**src/rtl/frame_max_tracker_pkg.sv**
```systemverilog
// Shared definitions for the frame peak tracker.
// Contents: default widths, FSM state encoding, comparison mode constants.
package frame_max_tracker_pkg;

    localparam int WIDTH_DEF = 8;
    localparam int IDX_W_DEF = 8;

    typedef enum logic [1:0] {
        IDLE  = 2'd0,   // waiting for the first sample of a frame
        ACCUM = 2'd1,   // inside a frame, tracking the running maximum
        HOLD  = 2'd2    // result presented, input stalled until accepted
    } state_t;

    localparam logic MODE_UNSIGNED = 1'b0;
    localparam logic MODE_SIGNED   = 1'b1;

endpackage

```
**src/rtl/mag_cmp_gt.sv**
```systemverilog
// Mode-selectable strict greater-than comparator.
// Ports:
//   a, b  : operands (WIDTH bits)
//   mode  : MODE_SIGNED (two's complement) or MODE_UNSIGNED
//   agtb  : 1 when a > b under the selected interpretation
module mag_cmp_gt
    import frame_max_tracker_pkg::*;
#(
    parameter int WIDTH = WIDTH_DEF
) (
    input  logic [WIDTH-1:0] a,
    input  logic [WIDTH-1:0] b,
    input  logic             mode,
    output logic             agtb
);

    // With equal MSBs both interpretations order the low bits the same way.
    // With differing MSBs the operand holding the set MSB is larger when
    // unsigned and smaller (negative) when signed.
    always_comb begin
        if (a[WIDTH-1] == b[WIDTH-1])
            agtb = (a[WIDTH-2:0] > b[WIDTH-2:0]);
        else if (mode == MODE_SIGNED)
            agtb = b[WIDTH-1];
        else
            agtb = a[WIDTH-1];
    end

endmodule

```
**src/rtl/frame_max_tracker.sv**
```systemverilog
// Streaming per-frame peak detector.
// Accepts a valid/ready sample stream split into frames by s_last, tracks
// the frame maximum (signed or unsigned, chosen by mode on the first sample)
// and its first position, and presents one held result per frame.
// Ports:
//   clk, reset           : clock, synchronous active-high reset
//   mode                 : 1 = signed, 0 = unsigned; sampled on first sample
//   s_valid/s_ready      : input handshake; s_data sample, s_last end of frame
//   m_valid/m_ready      : result handshake
//   m_max, m_index       : frame maximum and its 0-based position
//   m_count, m_ovf       : sample count mod 2^IDX_W, count reached 2^IDX_W
module frame_max_tracker
    import frame_max_tracker_pkg::*;
#(
    parameter int WIDTH = WIDTH_DEF,
    parameter int IDX_W = IDX_W_DEF
) (
    input  logic             clk,
    input  logic             reset,
    input  logic             mode,
    input  logic             s_valid,
    output logic             s_ready,
    input  logic [WIDTH-1:0] s_data,
    input  logic             s_last,
    output logic             m_valid,
    input  logic             m_ready,
    output logic [WIDTH-1:0] m_max,
    output logic [IDX_W-1:0] m_index,
    output logic [IDX_W-1:0] m_count,
    output logic             m_ovf
);

    state_t           state;
    logic             mode_r;
    logic [WIDTH-1:0] cur_max;
    logic [IDX_W-1:0] cur_idx;
    logic [IDX_W-1:0] cnt;
    logic             ovf;

    logic             agtb;
    logic             xfer;
    logic [WIDTH-1:0] nxt_max;
    logic [IDX_W-1:0] nxt_idx;
    logic [IDX_W-1:0] nxt_cnt;
    logic             nxt_ovf;

    assign s_ready = (state != HOLD);
    assign xfer    = s_valid && s_ready;

    mag_cmp_gt #(.WIDTH(WIDTH)) u_cmp (
        .a    (s_data),
        .b    (cur_max),
        .mode (mode_r),
        .agtb (agtb)
    );

    // Frame statistics after absorbing the current sample. The output
    // registers load from these so the final sample takes part in the
    // comparison without an extra cycle.
    always_comb begin
        if (state == IDLE) begin
            nxt_max = s_data;
            nxt_idx = '0;
            nxt_cnt = IDX_W'(1);
            nxt_ovf = 1'b0;
        end else begin
            nxt_max = agtb ? s_data : cur_max;
            nxt_idx = agtb ? cnt    : cur_idx;
            nxt_cnt = cnt + IDX_W'(1);
            nxt_ovf = ovf | (nxt_cnt == '0);
        end
    end

    always_ff @(posedge clk) begin
        if (reset) begin
            state   <= IDLE;
            mode_r  <= MODE_UNSIGNED;
            cur_max <= '0;
            cur_idx <= '0;
            cnt     <= '0;
            ovf     <= 1'b0;
            m_valid <= 1'b0;
            m_max   <= '0;
            m_index <= '0;
            m_count <= '0;
            m_ovf   <= 1'b0;
        end else begin
            case (state)
                IDLE, ACCUM: begin
                    if (xfer) begin
                        if (state == IDLE)
                            mode_r <= mode;
                        cur_max <= nxt_max;
                        cur_idx <= nxt_idx;
                        cnt     <= nxt_cnt;
                        ovf     <= nxt_ovf;
                        if (s_last) begin
                            m_max   <= nxt_max;
                            m_index <= nxt_idx;
                            m_count <= nxt_cnt;
                            m_ovf   <= nxt_ovf;
                            m_valid <= 1'b1;
                            state   <= HOLD;
                        end else begin
                            state   <= ACCUM;
                        end
                    end
                end
                HOLD: begin
                    if (m_ready) begin
                        m_valid <= 1'b0;
                        state   <= IDLE;
                    end
                end
                default: state <= IDLE;
            endcase
        end
    end

endmodule

```
**config.mk**
```make
export PLATFORM = sky130hd
export DESIGN_NAME = frame_max_tracker
export DESIGN_NICKNAME = d
export VERILOG_FILES = /design/src/rtl/frame_max_tracker_pkg.sv /design/src/rtl/mag_cmp_gt.sv /design/src/rtl/frame_max_tracker.sv
export SDC_FILE = /design/constraint.sdc
export NUM_CORES = 1
export LEC_CHECK = 0
export CAP_MARGIN = 20
export CELL_PAD_IN_SITES_DETAIL_PLACEMENT = 1
export CELL_PAD_IN_SITES_GLOBAL_PLACEMENT = 1
export CORE_ASPECT_RATIO = 0.9
export CORE_MARGIN = 5
export CORE_UTILIZATION = 41
export CTS_BUF_LIST = sky130_fd_sc_hd__clkbuf_2
export CTS_CLUSTER_DIAMETER = 30
export DETAILED_ROUTE_END_ITERATION = 12
export PLACE_DENSITY = 0.87
export SLEW_MARGIN = 10
export SYNTH_ARGS = -nofsm -noshare
export SYNTH_HDL_FRONTEND = slang
export SYNTH_SLANG_ARGS = --single-unit
```
**constraint.sdc**
```tcl
create_clock -name clk -period 2.6 [get_ports clk]
set_clock_uncertainty 0.15 [all_clocks]
set_input_delay 0.26 -clock clk [delete_from_list [all_inputs] [get_ports clk]]
set_output_delay 0.26 -clock clk [all_outputs]
set_load 0.1 [all_outputs]
```
==> out/metrics.cfg <==
[sta]
fin_crit_sh=0.9456
setup-violations-final=0
max_freq_mhz=406.8
worst_pin_slew_ns=0.4503
rsz0062_at_grt=no
finalSetupTns_ns=0
period_needed_ns=2.459
slew_viol_final=0
worst_slew_margin_rel=0.6998
hold_viol_final=0
fin_ws_ns=0.1415
hold_ws_ns=0.06129

[clocking]
path_clk_slew_ns=0.28
root_buffer=clkbuf_2
cts.sinks=54
clk_latency_ns=0.45
ctsHtreeMaxLevel=2
clk_path_buf_depth=2
cts-buffers-inserted=5
cts_hold_buf=0
cts_tree=yes

[logic_synthesis]
ys_seq_area_frac=0.4140
synthTopCellsByCount=nor2_1, dfxtp_1, nand2_1, nand3_1, a21oi_1
syn-num-nets=329
synthArstFlopShare=0
syn_avg_cell_area_um2=8.506
synthFlopType=dfxtp_1
synth_top_area_cell=dfxtp_1
synth_area_um2=2611
synth_edf_count=0
ys_ff_latch=54
syn-instance-count=307
synthDistinctLibCells=44
yosysTopAreaCellShare=0.4140
yosysMostFrequentCell=nor2_1
synth_area_leaders=dfxtp_1, nor2_1, mux2i_1, nand3_1, ha_1
yosysWarnings=0

[global_route]
antenna_found_initial=0
first_global_vias=2612
grt_max_degree=24
grt_use_total=0.1993
grt-ovfl-total=0
grt_first_pass_wirelength_um=12830

[pwr]
power.total_w=0.001726
leakagePower_nw=1.411
powerDensity_nw_per_um2=533.5
peakVddDrop_v=0.0002688

[route]
ant_nets=0
via_per_inst=5.410
drt_wl_total_um=7601
wl_per_cell_um=16.93
vias=2429
first_pass_iters=4
drt_first_iter_violations=98
drc=0

[placement]
gp_congestion=0.8030
preCtsSetupSlack_ns=-0.2172
dp_hpwl_um=5730
port_buffers=40

[setup_path]
worstSetupStartpointType=flip-flop
critPathMaxFanout=8
timing.rr.end=cur_idx[6]$_SDFFE_PP0P_
setup.worst_path.class=reg -> reg
cp.required_ns=2.85
worstReg2RegStart=cur_max[6]$_SDFFE_PP0P_
worstSetupEndpointType=flip-flop
r2r.worst_path.cells=9
reg2reg_slack_ns=0.14
cp_data_arrival_time_ns=2.71

[floorplanning]
coreArea_um2=6148
die_h_um=85.71
ioPinCount=41
initial_core_util=0.4247
die_w_um=94.12
rows=27
die-area_um2=8067

[min_path]
whs_path_depth=2
min-delay-path-class=in -> reg
hold_start=reset
min_to=cnt[4]$_SDFFE_PP0P_

[outcome]
status=completed

[layout]
syn2layout_area_growth_pct=23.91
final_core_util=0.5263
drive_above_1_share=0.2127
layout.nets=383
antenna_cells=0

[job]
cap_viol_max_count=0

==> metrics by stage <==
step           instance area [um^2]  std cells
5_1_grt                        3236        449
3_3_place_gp                   3174        441
3_5_place_dp                   3174        441
4_1_cts                        3216        449
2_1_floorplan                  2611        307
6_report                       3236        449
==> state kept, by name (all words and copies together) (netlist names) <==
name	cells
m_count	8
cur_idx	8
state	2
m_ovf	1
ovf	1
m_valid	1
cur_max	8
cnt	8
m_index	8
m_max	8
mode_r	1
==> routing by layer <==
metal	share of wire	global-route usage
met3	0.035	0.03070
met1	0.47	0.2733
met5	0	0
met2	0.49	0.3230
met4	0.012	0.06037
==> logic make-up (layout without fill, tap and decap cells) <==
group,count (synthesis),after routing,synth area share
simple gates,137,137,0.2506
mux,15,15,0.05750
flops,54,54,0.4140
xor+xnor,6,6,0.02012
fa+ha+maj,8,8,0.03833
compound gates,58,58,0.1725
buf+inv,29,84,0.04695
==> timing repair <==
| item | 4_1_cts | 5_1_grt |
|---|---|---|
| buffers inserted | 0 | 0 |
| setup endpoints to repair | 0 | 8 |
| gates resized for setup | 0 | 6 |
==> cell type report <==
cell class	count	area (um^2)
Inverter	9	33.78
Tap cell	87	108.9
Timing Repair Buffer	67	546.8
Clock buffer	5	25.02
Clock inverter	3	16.27
Sequential cell	54	1084
Multi-Input combinational cell	224	1421
Fill cell	750	2913
==> power by group <==
group	switching, W	total [W]	internal [W]
sequential	0.0000274	0.000893	0.000865
clock	0.000266	0.000328	0.0000625
combinational	0.000339	0.000505	0.000166
total	0.000632	0.00173	0.00109
==> worst max path at each step <==
| stage | startpoint | end | cells after the start |
|---|---|---|---|
| after CTS | cur_max[6]$_SDFFE_PP0P_ | m_max[0]$_SDFFE_PP0P_ | 10 |
| after floorplan | cur_max[6]$_SDFFE_PP0P_ | cur_idx[3]$_SDFFE_PP0P_ | 9 |
| after detailed placement | s_data[6] | m_max[0]$_SDFFE_PP0P_ | 10 |
| final | cur_max[6]$_SDFFE_PP0P_ | cur_idx[6]$_SDFFE_PP0P_ | 9 |
| after global placement | s_data[0] | cur_max[3]$_SDFFE_PP0P_ | 10 |
| after global routing | cur_max[6]$_SDFFE_PP0P_ | cur_max[0]$_SDFFE_PP0P_ | 9 |
==> critical path, cell delays in order, from the launching register on <==
cell and delay [ns]:
dfxtp_2 0.41, inv_1 0.05, ha_1 0.32, nand4_1 0.15, or2_2 0.37, o211ai_2 0.14, a221oi_2 0.14, buf_4 0.15
nor2_2 0.32, a22o_1 0.21
==> placed cells by master, fill, tap and decap left out, drive strengths merged, types with 3 or more instances in the layout <==
| master | count |
|---|---|
| xor2 | 5 |
| clkdlybuf4s50 | 12 |
| ha | 8 |
| or2 | 8 |
| nand2 | 24 |
| clkinv | 3 |
| buf | 55 |
| nor2 | 56 |
| mux2i | 15 |
| inv | 9 |
| a22o | 8 |
| clkbuf | 5 |
| o21ai | 7 |
| nand4 | 7 |
| dfxtp | 54 |
| nand2b | 3 |
| nor3b | 4 |
| nor3 | 3 |
| a22oi | 5 |
| a211oi | 8 |
| nand3 | 22 |
| and3 | 4 |
| a21oi | 19 |
(Power assumes the default switching activity.)
